--- config.mk ---
export PLATFORM = sky130hd
export DESIGN_NAME = ram_arbiter
export DESIGN_NICKNAME = d
export VERILOG_FILES = /design/src/rtl/ram_arbiter_pkg.sv /design/src/rtl/ram_arbiter_rr_arb2.sv /design/src/rtl/ram_arbiter.sv
export SDC_FILE = /design/constraint.sdc
export NUM_CORES = 1
export LEC_CHECK = 0
export ABC_AREA = 1
export BUFFER_PORTS_ARGS = -buffer_cell sky130_fd_sc_hd__buf_4
export CAP_MARGIN = 10
export CORE_UTILIZATION = 48
export CTS_CLUSTER_DIAMETER = 80
export DETAILED_ROUTE_END_ITERATION = 10
export PLACE_DENSITY = 0.87
export SLEW_MARGIN = 20
export SYNTH_ARGS = -nofsm -noshare
export SYNTH_HDL_FRONTEND = slang
export SYNTH_SLANG_ARGS = --single-unit
--- constraint.sdc ---
create_clock -name clk -period 2.44 [get_ports clk]
set_clock_uncertainty 0.1 [all_clocks]
set_input_delay 0.244 -clock clk [delete_from_list [all_inputs] [get_ports clk]]
set_output_delay 0.244 -clock clk [all_outputs]
set_load 0.01 [all_outputs]
--- src/rtl/ram_arbiter_pkg.sv ---
// ram_arbiter_pkg: shared widths, sequencer state and round-robin pointer encodings.
package ram_arbiter_pkg;
  localparam int AW_DEF = 4;
  localparam int DW_DEF = 4;
  typedef enum logic {ST_INIT = 1'b0, ST_RUN = 1'b1} state_t;
  localparam logic PTR_A = 1'b0;
  localparam logic PTR_B = 1'b1;
endpackage

--- src/rtl/ram_arbiter_rr_arb2.sv ---
// rr_arb2: two-way round-robin arbiter; ptr names the side that wins a tie.
module rr_arb2
  import ram_arbiter_pkg::*;
(
  input  logic [1:0] req_i,
  input  logic       ptr_i,
  output logic [1:0] gnt_o,
  output logic       next_ptr_o
);
  always_comb begin
    gnt_o[0] = req_i[0] & (~req_i[1] | (ptr_i == PTR_A));
    gnt_o[1] = req_i[1] & (~req_i[0] | (ptr_i == PTR_B));
    next_ptr_o = gnt_o[0] ? PTR_B : gnt_o[1] ? PTR_A : ptr_i;
  end
endmodule

--- src/rtl/ram_arbiter.sv ---
// ram_arbiter: clears the shared RAM after reset, then grants A/B one access per cycle round-robin.
module ram_arbiter
  import ram_arbiter_pkg::*;
#(
  parameter int AW = AW_DEF,
  parameter int DW = DW_DEF,
  parameter logic [DW-1:0] INIT_VAL = '0
) (
  input  logic          clk,
  input  logic          rst_n,
  input  logic          a_req,
  input  logic          a_we,
  input  logic [AW-1:0] a_addr,
  input  logic [DW-1:0] a_wdata,
  output logic          a_gnt,
  output logic          a_rvalid,
  output logic [DW-1:0] a_rdata,
  input  logic          b_req,
  input  logic          b_we,
  input  logic [AW-1:0] b_addr,
  input  logic [DW-1:0] b_wdata,
  output logic          b_gnt,
  output logic          b_rvalid,
  output logic [DW-1:0] b_rdata,
  output logic          ram_en,
  output logic [AW-1:0] ram_ab,
  output logic [DW-1:0] ram_dbi,
  input  logic [DW-1:0] ram_dbo,
  output logic          init_done
);
  state_t        state_q, state_d;
  logic [AW-1:0] cnt_q, ab_q;
  logic          ptr_q, ptr_d;
  logic [1:0]    gnt;
  logic          a_rvalid_q, b_rvalid_q, init_done_q;
  logic [DW-1:0] a_rdata_q, b_rdata_q;
  logic          run;

  assign run = (state_q == ST_RUN);

  rr_arb2 u_arb (
    .req_i      ({b_req & run, a_req & run}),
    .ptr_i      (ptr_q),
    .gnt_o      (gnt),
    .next_ptr_o (ptr_d)
  );

  always_ff @(posedge clk or negedge rst_n)
    if (!rst_n) state_q <= ST_INIT;
    else        state_q <= state_d;

  always_comb
    state_d = (state_q == ST_INIT && &cnt_q) ? ST_RUN : state_q;

  // ram_en is gated by rst_n so an asserted reset aborts any write in flight
  always_comb begin
    a_gnt     = gnt[0];
    b_gnt     = gnt[1];
    ram_ab    = !run ? cnt_q : gnt[0] ? a_addr : gnt[1] ? b_addr : ab_q;
    ram_dbi   = !run ? INIT_VAL : gnt[1] ? b_wdata : a_wdata;
    ram_en    = rst_n & (!run | (gnt[0] & a_we) | (gnt[1] & b_we));
    a_rvalid  = a_rvalid_q;
    b_rvalid  = b_rvalid_q;
    a_rdata   = a_rdata_q;
    b_rdata   = b_rdata_q;
    init_done = init_done_q;
  end

  always_ff @(posedge clk or negedge rst_n)
    if (!rst_n) begin
      cnt_q       <= '0;
      ab_q        <= '0;
      ptr_q       <= PTR_A;
      a_rvalid_q  <= 1'b0;
      b_rvalid_q  <= 1'b0;
      a_rdata_q   <= '0;
      b_rdata_q   <= '0;
      init_done_q <= 1'b0;
    end else begin
      cnt_q       <= run ? cnt_q : cnt_q + 1'b1;
      ab_q        <= ram_ab;
      ptr_q       <= ptr_d;
      a_rvalid_q  <= gnt[0] & ~a_we;
      b_rvalid_q  <= gnt[1] & ~b_we;
      init_done_q <= (state_d == ST_RUN);
      if (gnt[0] & ~a_we) a_rdata_q <= ram_dbo;
      if (gnt[1] & ~b_we) b_rdata_q <= ram_dbo;
    end
endmodule

Yosys cells after proc, flatten, opt, wreduce, memory -nomap -nowiden --
Cells that the tools add are included.
Storage, ports and cells: output and inout bits 22, flip-flop bits (word level) 20
Cells by class: multiplexer cells 7, reductions and logical operators 4, bitwise logic cells 19, $add $sub $neg 1
Operators with widths (number):
- 2-to-1 mux 4 bit | 5
- AND 1 bit | 9
- NOT 1 bit | 6
- adder 4 x 1 -> 4 bit, second input constant | 1
- bitwise OR 1 bit | 4
- AND reduction 4 bit | 1
- 2-to-1 mux 1 bit | 2
- nonzero test 2 bit | 1
- logical AND 1 bit | 1
- zero test 1 bit | 1

Depth between registers and ports, before layout --
Gate-level depths: netlist of the first run.
depth in word-level cells 8, gate-level depth with buffers 7, mapped depth without buffers 7

Hierarchy --
Synthesis of the first run repeated with hierarchy kept, for this count alone.
Unflattened totals: cells, all modules 129, area, all modules 994.7 µm²
By module, submodules not included:
- ram_arbiter | cells each 119, sequential area each 500.5 µm², instances 1, area each 955.9 µm²
- rr_arb2 | cells each 10, sequential area each 0.0 µm², instances 1, area each 38.8 µm²

Least setup slack after synthesis of the first run --
Ideal clock, no wire load.
path type register -> output, from register state_q (netlist: run), to output port ram_en, data arrival time 1171 ps, required time 2096 ps, path buffers 1, slack 925 ps, cell stages (with the launch flop) 6, cells stage by stage dfrtp_1 -> buf_4 -> nand2_1 -> nor2_2 -> a21oi_1 -> a21oi_1
Between the ends: longest elaborated chain between the ends 8
Ends and longest elaborated chain:
- start: declaration | RTL line ram_arbiter.sv:31 | state_t state_q, state_d;
- start signal: assignment | RTL line ram_arbiter.sv:50 | else state_q <= state_d;
- AND 1 bit | RTL line ram_arbiter.sv:42 | .req_i ({b_req & run, a_req & run}),
- NOT 1 bit | RTL line ram_arbiter_rr_arb2.sv:11 | gnt_o[0] = req_i[0] & (~req_i[1] | (ptr_i == PTR_A));
- bitwise OR 1 bit | RTL line ram_arbiter_rr_arb2.sv:11
- AND 1 bit (*) | RTL line ram_arbiter_rr_arb2.sv:11
- named net a_gnt | RTL line ram_arbiter.sv:15 | output logic a_gnt,
- AND 1 bit (*) | RTL line ram_arbiter.sv:61 | ram_en = rst_n & (!run | (gnt[0] & a_we) | (gnt[1] & b_we));
- bitwise OR 1 bit (*) (2 in a row) | RTL line ram_arbiter.sv:61
- AND 1 bit (*) | RTL line ram_arbiter.sv:61
- end: declaration | RTL line ram_arbiter.sv:25 | output logic ram_en,
Mark *: on every way through the listed nets, which the timed path passes. The rest lies on a longest branch.

Final worst setup path of the first run --
from register state_q (netlist: run), to output port ram_ab[0]
Between the ends: longest elaborated chain between the ends 7
Ends and longest elaborated chain:
- AND 1 bit | RTL line ram_arbiter.sv:42
- NOT 1 bit | RTL line ram_arbiter_rr_arb2.sv:12 | gnt_o[1] = req_i[1] & (~req_i[0] | (ptr_i == PTR_B));
- bitwise OR 1 bit | RTL line ram_arbiter_rr_arb2.sv:12
- AND 1 bit | RTL line ram_arbiter_rr_arb2.sv:12
- 2-to-1 mux 4 bit (2 in a row) | RTL line ram_arbiter.sv:59 | ram_ab = !run ? cnt_q : gnt[0] ? a_addr : gnt[1] ? b_addr : ab_q;
- 2-to-1 mux 4 bit (*) | RTL line ram_arbiter.sv:59
- end: declaration | RTL line ram_arbiter.sv:26 | output logic [AW-1:0] ram_ab,
Every way passes the cells marked *; elsewhere a longest branch is shown, timed or not.

==> results of run 1 <==
registers in the layout (all words and copies together), names as in the netlist:
signal / flops
a_rdata: 4
ab_q: 4
b_rdata: 4
cnt_q: 4
a_rvalid: 1
b_rvalid: 1
ptr_q: 1
run: 1
final timing paths:
path                                    to       start  slack, ps
worst max-delay path             ram_ab[0]         run        190
worst min-delay path            a_rdata[0]  ram_dbo[0]         80
worst max register to register  b_rdata[1]         run        790
worst min register to register  a_rdata[1]  a_rdata[1]        400
max in group asynchronous       b_rdata[1]       rst_n       1810
min in group asynchronous          ab_q[3]       rst_n        230
metrics by stage:
| stage | utilization (%) | power [mW] | hold slack (ps) | instance area [sq um] | worst slack (ps) |
|---|---|---|---|---|---|
| 5_1_grt | 72.6 | 0.944 | 84.1 | 1430 | 82.8 |
| 6_report | 72.6 | 0.897 | 85.0 | 1430 | 189 |
| 2_1_floorplan | - | 0.500 | -152 | 998 | 925 |
| 3_3_place_gp | 69.5 | 0.621 | 36.4 | 1360 | 704 |
| 4_1_cts | 72.6 | 0.906 | 78.0 | 1430 | 243 |
| 3_5_place_dp | 69.5 | 0.628 | 36.8 | 1360 | 635 |
critical path, delay by kind of cell, from the launching register on:
kind | cells | cell delay, ps
flip-flops | 1 | 640
AND/OR/NAND/NOR | 3 | 550
buffers and inverters | 1 | 180
AO/OA/AOI/OAI | 1 | 220
report_power, final:
part           switching (mW)  internal, mW
Sequential             0.0184         0.369
Combinational           0.119         0.117
Clock                   0.107         0.166
Yosys cell counts (all sizes together):
cell and n:
ha 1, nand2 39, dfrtp 20, nand3b 1, xnor2 1, xor2 1, a31oi 1, inv 16
o21ai 9, nand3 13, a21oi 3, buf 3, nor2 11, nand4 1, o22ai 1, or2 1
layout make-up:
cell class,instances,share of cell area [%]
Clock buffer,3,1.58
Clock inverter,1,2.11
Inverter,16,4.39
Multi-Input combinational cell,83,29.0
Sequential cell,20,35.1
Tap cell,27,2.37
Timing Repair Buffer,48,25.5
cells by family after synthesis:
group	synth area share [%]
compound gates	8.77
simple gates	29.6
fa+ha+maj	1.25
flops	50.1
xor+xnor	1.75
buf+inv	8.52
routing by layer:
| layer | global-route usage [%] | share of wire, % | vias up |
|---|---|---|---|
| li1 | - | - | 481 |
| met1 | 27.1 | 41 | 466 |
| met2 | 38.9 | 50 | 37 |
| met3 | 3.40 | 6.1 | 5 |
| met4 | 11.7 | 2.3 | 0 |
| met5 | 0 | 0 | - |
repair_timing:
item	4_1_cts	5_1_grt
endpoints found under the setup margin	0	0
buffers inserted	0	0
hold buffers	1	0
hold endpoints to repair	20	0
==> impl_metrics.xml, run 1 <==
<?xml version="1.0" encoding="UTF-8"?>
<metrics>
  <group name="run_status">
    <metric name="status" unit="">completed</metric>
  </group>
  <group name="clocking">
    <metric name="clk_latency" unit="ps">310</metric>
    <metric name="inserted_clock_buffers" unit="">3</metric>
    <metric name="cts_max_level" unit="">1</metric>
    <metric name="cts_resized" unit="">0</metric>
    <metric name="clk_pin_slew" unit="ps">110</metric>
    <metric name="clock_sinks" unit="">20</metric>
    <metric name="clk_path_buf_depth" unit="">2</metric>
    <metric name="tritoncts_clock_tree" unit="">built</metric>
    <metric name="cts_root_buf" unit="">sky130_fd_sc_hd__clkbuf_4</metric>
  </group>
  <group name="critical_path">
    <metric name="crit_path_cell_trace" unit="">nand3_1 -&gt; nand3b_1 -&gt; nand2_1 -&gt; a21oi_1 -&gt; buf_4</metric>
    <metric name="critical_path.max_fanout" unit="">14</metric>
    <metric name="type_of_element_capturing_the_critical_path" unit="">primary output</metric>
    <metric name="cp_data_arrival_time" unit="ps">1910</metric>
    <metric name="worst-endpoint-required" unit="ps">2100</metric>
    <metric name="critical-path-slowest-cell" unit="">sky130_fd_sc_hd__dfrtp_1</metric>
    <metric name="crit_type" unit="">flop to primary output</metric>
    <metric name="rr_worst_depth" unit="">6</metric>
    <metric name="critical_path.max_stage_delay" unit="ps">640</metric>
    <metric name="launching_element_type_of_the_critical_path" unit="">flop</metric>
  </group>
  <group name="grt">
    <metric name="grt_max_degree" unit="">22</metric>
    <metric name="grt_use_total" unit="%">22.5</metric>
    <metric name="antenna_found_initial" unit="">0</metric>
    <metric name="first_global_vias" unit="">784</metric>
    <metric name="grt_remaining_overflow" unit="">0</metric>
    <metric name="grt_first_pass_wirelength" unit="um">3410</metric>
  </group>
  <group name="sta">
    <metric name="max_slew_headroom" unit="%">70.1</metric>
    <metric name="timing_max_transition_violations_final" unit="">0</metric>
    <metric name="setup_viol" unit="">0</metric>
    <metric name="period_needed" unit="ps">2250</metric>
    <metric name="timing.fmax" unit="GHz">0.444</metric>
    <metric name="transition_at_the_pin_with_the_smallest_max_transition_slack" unit="ps">448</metric>
    <metric name="hold_viol_final" unit="">0</metric>
    <metric name="layout_worst_path_cycle_share" unit="%">92.3</metric>
    <metric name="fin_tns_setup" unit="ps">0</metric>
    <metric name="rsz0062_at_grt" unit="">false</metric>
  </group>
  <group name="final_layout">
    <metric name="final_common_cell" unit="">sky130_fd_sc_hd__buf_4</metric>
    <metric name="multiInputGateArea" unit="sq um">413</metric>
    <metric name="post_route_cells_drive_above_1_share" unit="%">35.7</metric>
    <metric name="num-nets-final" unit="">199</metric>
    <metric name="most-common-layout-cells" unit="">sky130_fd_sc_hd__buf_4 (47), sky130_fd_sc_hd__nand2_1 (37), sky130_fd_sc_hd__dfrtp_1 (20)</metric>
    <metric name="layout.filler_cells" unit="">139</metric>
    <metric name="antenna-diode-count" unit="">0</metric>
    <metric name="ff_latch_area" unit="sq um">500</metric>
    <metric name="post_layout_nonfiller_instances" unit="">198</metric>
    <metric name="area_delta_synth_final" unit="%">42.7</metric>
  </group>
  <group name="yosys">
    <metric name="post_synth.cell_area_avg" unit="sq um">8.18</metric>
    <metric name="post-synth-top-area-cell" unit="">sky130_fd_sc_hd__dfrtp_1</metric>
    <metric name="yosysWarningCount" unit="">0</metric>
    <metric name="ys_seq_elements" unit="">20</metric>
    <metric name="postSynthNetCount" unit="">149</metric>
    <metric name="syn-cell-area" unit="sq um">998</metric>
    <metric name="synth_top_cells_by_area" unit="">sky130_fd_sc_hd__dfrtp_1 (50%), sky130_fd_sc_hd__nand2_1 (14%), sky130_fd_sc_hd__nand3_1 (6.0%)</metric>
    <metric name="synthCells" unit="">122</metric>
    <metric name="synthDistinctLibCells" unit="">22</metric>
    <metric name="post-synth-top-area-fraction" unit="%">50.1</metric>
    <metric name="share_of_synthesized_area_occupied_by_flip_flops_and_latches" unit="%">50.1</metric>
  </group>
  <group name="floorplan">
    <metric name="floorplan.core_area" unit="sq um">1960</metric>
    <metric name="design.die.area" unit="sq um">2270</metric>
    <metric name="top_level_ports" unit="">48</metric>
    <metric name="initial_standard_cell_utilization_of_the_core" unit="%">50.9</metric>
    <metric name="site_row_count" unit="">16</metric>
    <metric name="width_of_the_die" unit="um">47.6</metric>
    <metric name="die_height" unit="um">47.6</metric>
  </group>
  <group name="placement">
    <metric name="routability_cong" unit="">0.894</metric>
    <metric name="buffer_ports.inserted" unit="">47</metric>
    <metric name="numPlacedInstances" unit="">193</metric>
    <metric name="place.detailed.hpwl" unit="um">1800</metric>
  </group>
  <group name="detailed_routing">
    <metric name="wire_per_inst" unit="um">12.1</metric>
    <metric name="antenna_violating_nets_post_route" unit="">0</metric>
    <metric name="drt_first_iter_violations" unit="">11</metric>
    <metric name="route.final.wire_length" unit="um">2390</metric>
    <metric name="first_pass_iters" unit="">4</metric>
    <metric name="detail_route.drc_violations" unit="">0</metric>
    <metric name="num_vias" unit="">989</metric>
    <metric name="routed_via_density" unit="">4.99</metric>
  </group>
  <group name="power_and_ir_drop">
    <metric name="leakagePower" unit="nW">0.820</metric>
    <metric name="power.ir.vdd_worst" unit="V">0.000675</metric>
    <metric name="power_per_cell_area" unit="nW/um^2">630</metric>
  </group>
  <group name="job">
    <metric name="drv_cap" unit="">0</metric>
  </group>
  <group name="worst_hold_path">
    <metric name="worstHoldPathCells" unit="">3</metric>
    <metric name="worstHoldPathType" unit="">input pin to flop</metric>
  </group>
</metrics>
(Power assumes the default switching activity.)
==> run 2, diff against run 1 <==
--- a/config.mk
+++ b/config.mk
@@ -8,10 +8,11 @@
 export ABC_AREA = 1
 export BUFFER_PORTS_ARGS = -buffer_cell sky130_fd_sc_hd__buf_4
 export CAP_MARGIN = 10
-export CORE_UTILIZATION = 48
+export CORE_UTILIZATION = 51
+export CTS_BUF_LIST = sky130_fd_sc_hd__clkbuf_2 sky130_fd_sc_hd__clkbuf_4 sky130_fd_sc_hd__clkbuf_8
 export CTS_CLUSTER_DIAMETER = 80
 export DETAILED_ROUTE_END_ITERATION = 10
-export PLACE_DENSITY = 0.87
+export PLACE_DENSITY = 0.91
 export SLEW_MARGIN = 20
 export SYNTH_ARGS = -nofsm -noshare
 export SYNTH_HDL_FRONTEND = slang
==> impl_metrics.xml, run 2 (synthesis results as in run 1) <==
<?xml version="1.0" encoding="UTF-8"?>
<metrics>
  <group name="run_status">
    <metric name="status" unit="">completed</metric>
  </group>
  <group name="floorplan">
    <metric name="design.die.area" unit="sq um">2140</metric>
    <metric name="initial_standard_cell_utilization_of_the_core" unit="%">56.0</metric>
    <metric name="floorplan.core_area" unit="sq um">1780</metric>
    <metric name="width_of_the_die" unit="um">46.2</metric>
    <metric name="top_level_ports" unit="">48</metric>
    <metric name="die_height" unit="um">46.2</metric>
    <metric name="site_row_count" unit="">15</metric>
  </group>
  <group name="clocking">
    <metric name="cts_root_buf" unit="">sky130_fd_sc_hd__clkbuf_4</metric>
    <metric name="clock_sinks" unit="">20</metric>
    <metric name="cts_resized" unit="">0</metric>
    <metric name="cts-hold-fix-buffers" unit="">1</metric>
    <metric name="cts_max_level" unit="">1</metric>
    <metric name="tritoncts_clock_tree" unit="">built</metric>
    <metric name="inserted_clock_buffers" unit="">3</metric>
    <metric name="clk_latency" unit="ps">310</metric>
    <metric name="post-cts-setup-buffers" unit="">0</metric>
    <metric name="clk_path_buf_depth" unit="">2</metric>
    <metric name="clk_pin_slew" unit="ps">120</metric>
  </group>
  <group name="detailed_routing">
    <metric name="first_pass_iters" unit="">4</metric>
    <metric name="num_vias" unit="">998</metric>
    <metric name="drt_first_iter_violations" unit="">26</metric>
    <metric name="antenna_violating_nets_post_route" unit="">0</metric>
    <metric name="routed_via_density" unit="">5.09</metric>
    <metric name="detail_route.drc_violations" unit="">0</metric>
    <metric name="wire_per_inst" unit="um">13.1</metric>
    <metric name="route.final.wire_length" unit="um">2560</metric>
  </group>
  <group name="critical_path">
    <metric name="critical_path.max_fanout" unit="">14</metric>
    <metric name="critical-path-slowest-cell" unit="">sky130_fd_sc_hd__dfrtp_1</metric>
    <metric name="worst_r2r_src" unit="">run</metric>
    <metric name="crit_startpoint" unit="">run</metric>
    <metric name="crit_path_cell_trace" unit="">nand3_1 -&gt; nand2_4 -&gt; nand2_1 -&gt; nand3_1 -&gt; nand2_1 -&gt; nand2_1 -&gt; buf_4</metric>
    <metric name="type_of_element_capturing_the_critical_path" unit="">primary output</metric>
    <metric name="rr_worst_depth" unit="">4</metric>
    <metric name="critical_path.max_stage_delay" unit="ps">640</metric>
    <metric name="crit_type" unit="">flop to primary output</metric>
    <metric name="launching_element_type_of_the_critical_path" unit="">flop</metric>
    <metric name="cp_data_arrival_time" unit="ps">1870</metric>
    <metric name="path_common_cell" unit="">sky130_fd_sc_hd__nand2_1</metric>
    <metric name="worst-endpoint-required" unit="ps">2100</metric>
  </group>
  <group name="final_layout">
    <metric name="post_route_cells_drive_above_1_share" unit="%">35.7</metric>
    <metric name="area_delta_synth_final" unit="%">42.5</metric>
    <metric name="most-common-layout-cells" unit="">sky130_fd_sc_hd__buf_4 (47), sky130_fd_sc_hd__nand2_1 (37), sky130_fd_sc_hd__dfrtp_1 (20)</metric>
    <metric name="num-nets-final" unit="">199</metric>
    <metric name="antenna-diode-count" unit="">0</metric>
    <metric name="final_common_cell" unit="">sky130_fd_sc_hd__buf_4</metric>
    <metric name="layout.filler_cells" unit="">117</metric>
  </group>
  <group name="power_and_ir_drop">
    <metric name="netSwitchingPower" unit="uW">247</metric>
    <metric name="power.share.combinational" unit="%">26.3</metric>
    <metric name="power.ir.vdd_worst" unit="V">0.000428</metric>
    <metric name="clock_power_share" unit="%">30.6</metric>
    <metric name="power_per_cell_area" unit="nW/um^2">632</metric>
    <metric name="power.switching_fraction" unit="%">27.5</metric>
    <metric name="sequential_fraction_of_design_power" unit="%">43.1</metric>
    <metric name="totalPowerFinal" unit="uW">899</metric>
    <metric name="power.internal" unit="uW">652</metric>
    <metric name="leakagePower" unit="nW">0.820</metric>
  </group>
  <group name="sta">
    <metric name="timing.fmax" unit="GHz">0.452</metric>
    <metric name="setup_ws" unit="ps">230</metric>
    <metric name="transition_at_the_pin_with_the_smallest_max_transition_slack" unit="ps">453</metric>
    <metric name="period_needed" unit="ps">2210</metric>
    <metric name="layout_worst_path_cycle_share" unit="%">90.6</metric>
    <metric name="rsz0062_at_grt" unit="">false</metric>
    <metric name="timing_max_transition_violations_final" unit="">0</metric>
    <metric name="setup_viol" unit="">0</metric>
    <metric name="hold_viol_final" unit="">0</metric>
    <metric name="max_slew_headroom" unit="%">69.8</metric>
    <metric name="fin_tns_setup" unit="ps">0</metric>
  </group>
  <group name="placement">
    <metric name="buffer_ports.inserted" unit="">47</metric>
    <metric name="place.detailed.hpwl" unit="um">1880</metric>
    <metric name="place_ws" unit="ps">637</metric>
    <metric name="routability_cong" unit="">0.825</metric>
  </group>
  <group name="worst_hold_path">
    <metric name="worstHoldPathType" unit="">input pin to flop</metric>
    <metric name="worstHoldPathCells" unit="">3</metric>
    <metric name="hp-start" unit="">ram_dbo[3]</metric>
  </group>
  <group name="grt">
    <metric name="antenna_found_initial" unit="">0</metric>
    <metric name="grt_use_total" unit="%">25.0</metric>
    <metric name="grt_remaining_overflow" unit="">0</metric>
    <metric name="first_global_vias" unit="">898</metric>
    <metric name="grt_max_degree" unit="">22</metric>
    <metric name="grt_first_pass_wirelength" unit="um">3730</metric>
  </group>
  <group name="job">
    <metric name="drv_cap" unit="">0</metric>
  </group>
</metrics>
run 2: area by class of cell:
| class | instances | area [sq um] | share of cell area, % |
|---|---|---|---|
| sequential | 20 | 500 | 35.2 |
| multi-input combinational | 83 | 413 | 29.0 |
| timing repair buffer | 48 | 363 | 25.5 |
| inverter | 16 | 62.6 | 4.40 |
| tap | 25 | 31.3 | 2.20 |
| clock inverter | 1 | 30.0 | 2.11 |
| clock buffer | 3 | 22.5 | 1.58 |
run 2: final timing paths:
kind | end | slack, ps
hold / removal | a_rdata[3] | 90
max in group asynchronous | ab_q[3] | 1780
hold reg to reg | b_rdata[0] | 400
setup / recovery | ram_ab[1] | 230
setup reg to reg | a_rdata[0] | 740
min in group asynchronous | ab_q[2] | 240
run 2: per-layer routing:
layer	routed length [um]	vias up	global-route usage (%)	share of wire, %
met2	1300	43	46.8	51
met4	47	0	8.24	1.8
met5	0	-	0	0
li1	-	482	-	-
met3	162	8	4.71	6.3
met1	1060	465	28.0	41
run 2: power groups by stage:
stage	Combinational, mW	Clock [mW]	Sequential [mW]
final	0.237	0.275	0.388
after detailed placement	0.236	0	0.393
after global routing	0.258	0.285	0.392
after global placement	0.228	0	0.392
after CTS	0.238	0.279	0.387
after floorplan	0.0964	0	0.404
run 2: critical path: cells and delay by family (launching register included):
family	cells	cell delay [ps]
buf+inv	1	130
simple gates	6	790
flops	1	640
run 2: stage by stage:
| step | util (%) | instances | hold WS, ps | instance area [sq um] |
|---|---|---|---|---|
| final | 79.8 | 196 | 88.1 | 1420 |
| after detailed placement | 76.3 | 191 | 39.5 | 1360 |
| after global placement | 76.3 | 191 | 36.0 | 1360 |
| after CTS | 79.8 | 196 | 89.5 | 1420 |
| after global routing | 79.8 | 196 | 89.3 | 1420 |
| after floorplan | - | 122 | -152 | 998 |
==> run 3, diff against run 2 <==
--- a/config.mk
+++ b/config.mk
@@ -13,6 +13,7 @@
 export CTS_CLUSTER_DIAMETER = 80
 export DETAILED_ROUTE_END_ITERATION = 10
 export PLACE_DENSITY = 0.91
+export SETUP_SLACK_MARGIN = 0.5
 export SLEW_MARGIN = 20
 export SYNTH_ARGS = -nofsm -noshare
 export SYNTH_HDL_FRONTEND = slang
==> impl_metrics.xml, run 3 (synthesis results as in run 1) <==
<?xml version="1.0" encoding="UTF-8"?>
<metrics>
  <group name="sta">
    <metric name="max_slew_headroom" unit="%">74.1</metric>
    <metric name="setup_viol" unit="">0</metric>
    <metric name="layout_worst_path_cycle_share" unit="%">78.1</metric>
    <metric name="fin_tns_setup" unit="ps">0</metric>
    <metric name="hold_viol_final" unit="">0</metric>
    <metric name="period_needed" unit="ps">1910</metric>
    <metric name="rsz0062_at_grt" unit="">true</metric>
    <metric name="timing.fmax" unit="GHz">0.524</metric>
    <metric name="timing_max_transition_violations_final" unit="">0</metric>
    <metric name="transition_at_the_pin_with_the_smallest_max_transition_slack" unit="ps">389</metric>
  </group>
  <group name="final_layout">
    <metric name="antenna-diode-count" unit="">0</metric>
    <metric name="area_delta_synth_final" unit="%">47.0</metric>
    <metric name="most-common-layout-cells" unit="">sky130_fd_sc_hd__buf_4 (50), sky130_fd_sc_hd__nand2_1 (36), sky130_fd_sc_hd__dfrtp_1 (19)</metric>
    <metric name="final_common_cell" unit="">sky130_fd_sc_hd__buf_4</metric>
    <metric name="post_layout_nonfiller_instances" unit="">199</metric>
    <metric name="num-nets-final" unit="">202</metric>
    <metric name="post_route_cells_drive_above_1_share" unit="%">39.1</metric>
  </group>
  <group name="floorplan">
    <metric name="site_row_count" unit="">15</metric>
    <metric name="die_height" unit="um">46.2</metric>
    <metric name="top_level_ports" unit="">48</metric>
    <metric name="design.die.area" unit="sq um">2140</metric>
    <metric name="width_of_the_die" unit="um">46.2</metric>
    <metric name="initial_standard_cell_utilization_of_the_core" unit="%">56.0</metric>
    <metric name="floorplan.core_area" unit="sq um">1780</metric>
  </group>
  <group name="power_and_ir_drop">
    <metric name="power_per_cell_area" unit="nW/um^2">618</metric>
    <metric name="totalPowerFinal" unit="uW">908</metric>
    <metric name="power.ir.vdd_worst" unit="V">0.000430</metric>
    <metric name="leakagePower" unit="nW">0.835</metric>
  </group>
  <group name="critical_path">
    <metric name="rr_worst_depth" unit="">5</metric>
    <metric name="launching_element_type_of_the_critical_path" unit="">flop</metric>
    <metric name="timing.reg2reg.setup_slack" unit="ps">920</metric>
    <metric name="cp_data_arrival_time" unit="ps">1560</metric>
    <metric name="crit_type" unit="">flop to primary output</metric>
    <metric name="critical_path.max_stage_delay" unit="ps">500</metric>
    <metric name="critical_path.max_fanout" unit="">8</metric>
    <metric name="crit-reg2reg-capture" unit="">a_rdata[0]</metric>
    <metric name="critical-path-slowest-cell" unit="">sky130_fd_sc_hd__dfrtp_2</metric>
    <metric name="crit_path_cell_trace" unit="">nand2_2 -&gt; inv_2 -&gt; nand2_4 -&gt; buf_4 -&gt; nand3_1 -&gt; nand2_1 -&gt; buf_4</metric>
    <metric name="worst_r2r_src" unit="">ptr_q</metric>
    <metric name="worst-endpoint-required" unit="ps">2100</metric>
    <metric name="type_of_element_capturing_the_critical_path" unit="">primary output</metric>
    <metric name="path_common_cell" unit="">sky130_fd_sc_hd__buf_4</metric>
  </group>
  <group name="grt">
    <metric name="grt_first_pass_wirelength" unit="um">3760</metric>
    <metric name="grt_use_total" unit="%">25.3</metric>
    <metric name="grt_max_degree" unit="">22</metric>
    <metric name="antenna_found_initial" unit="">0</metric>
    <metric name="first_global_vias" unit="">904</metric>
    <metric name="grt_remaining_overflow" unit="">0</metric>
  </group>
  <group name="detailed_routing">
    <metric name="routed_via_density" unit="">5.07</metric>
    <metric name="route.final.wire_length" unit="um">2670</metric>
    <metric name="first_pass_iters" unit="">4</metric>
    <metric name="wire_per_inst" unit="um">13.4</metric>
    <metric name="num_vias" unit="">1008</metric>
    <metric name="antenna_violating_nets_post_route" unit="">0</metric>
    <metric name="detail_route.drc_violations" unit="">0</metric>
    <metric name="drt_first_iter_violations" unit="">21</metric>
  </group>
  <group name="clocking">
    <metric name="tritoncts_clock_tree" unit="">built</metric>
    <metric name="cts_root_buf" unit="">sky130_fd_sc_hd__clkbuf_4</metric>
    <metric name="clk_path_buf_depth" unit="">2</metric>
    <metric name="inserted_clock_buffers" unit="">3</metric>
    <metric name="clk_pin_slew" unit="ps">120</metric>
    <metric name="clock_sinks" unit="">20</metric>
    <metric name="cts_max_level" unit="">1</metric>
    <metric name="clk_latency" unit="ps">310</metric>
  </group>
  <group name="worst_hold_path">
    <metric name="worstHoldPathType" unit="">input pin to flop</metric>
    <metric name="worstHoldPathCells" unit="">3</metric>
    <metric name="min_to" unit="">a_rdata[3]</metric>
    <metric name="hp-start" unit="">ram_dbo[3]</metric>
  </group>
  <group name="run_status">
    <metric name="status" unit="">completed</metric>
  </group>
  <group name="placement">
    <metric name="routability_cong" unit="">0.825</metric>
    <metric name="numPlacedInstances" unit="">191</metric>
    <metric name="place.detailed.hpwl" unit="um">1880</metric>
    <metric name="buffer_ports.inserted" unit="">47</metric>
  </group>
  <group name="job">
    <metric name="drv_cap" unit="">0</metric>
  </group>
</metrics>
## run 3: changes by cell type in the layout (fill, tap and decap cells not counted), sizes merged
cell | previous run | this run
buf | 47 | 50
## run 3: metrics by stage
step           hold slack [ps]  area (sq um)  setup slack [ps]  utilization [%]
2_1_floorplan             -152           998               925                -
5_1_grt                   89.3          1470               477             82.3
4_1_cts                   89.5          1440               573             81.0
3_5_place_dp              39.5          1360               637             76.3
6_report                  92.0          1470               533             82.3
3_3_place_gp              36.0          1360               724             76.3
## run 3: layout make-up
class | instances | area, sq um
Fill cell | 110 | 315
Sequential cell | 20 | 502
Clock buffer | 3 | 22.5
Multi-Input combinational cell | 83 | 432
Timing Repair Buffer | 51 | 385
Inverter | 16 | 65.1
Clock inverter | 1 | 30.0
Tap cell | 25 | 31.3
## run 3: repair_timing
item / 4_1_cts / 5_1_grt
setup endpoints to repair: 10 / 3
buffers inserted: 2 / 1
gates resized for setup: 2 / 4
pin swaps: 0 / 1
hold buffers: 1 / 0
endpoints found under the hold margin: 20 / 0
## run 3: report_power, final
part	internal, mW	total, mW	switching, mW
Combinational	0.121	0.246	0.125
Clock	0.166	0.274	0.108
Sequential	0.369	0.388	0.0185
## run 3: worst max-delay path: cells and delay by family, from the launching register on
family                 cells  cell delay (ps)
buffers and inverters      3              440
DFF                        1              500
and+or+nand+nor            4              320
## run 3: worst max path at each step
stage | startpoint | to | slack, ps | cells after the start
finish | run | ram_dbi[2] | 530 | 7
global route | run | ram_en | 480 | 7
CTS | run | ram_en | 570 | 7
detailed placement | run | ram_ab[1] | 640 | 7
global placement | run | ram_ab[2] | 720 | 7
floorplan | run | ram_en | 920 | 5
## run 3: metal layers
| metal | share of wire, % | track usage, % | vias up |
|---|---|---|---|
| li1 | - | - | 489 |
| met1 | 42 | 28.5 | 477 |
| met2 | 52 | 46.5 | 36 |
| met3 | 5.1 | 5.10 | 6 |
| met4 | 1.4 | 9.41 | 0 |
| met5 | 0 | 0 | - |
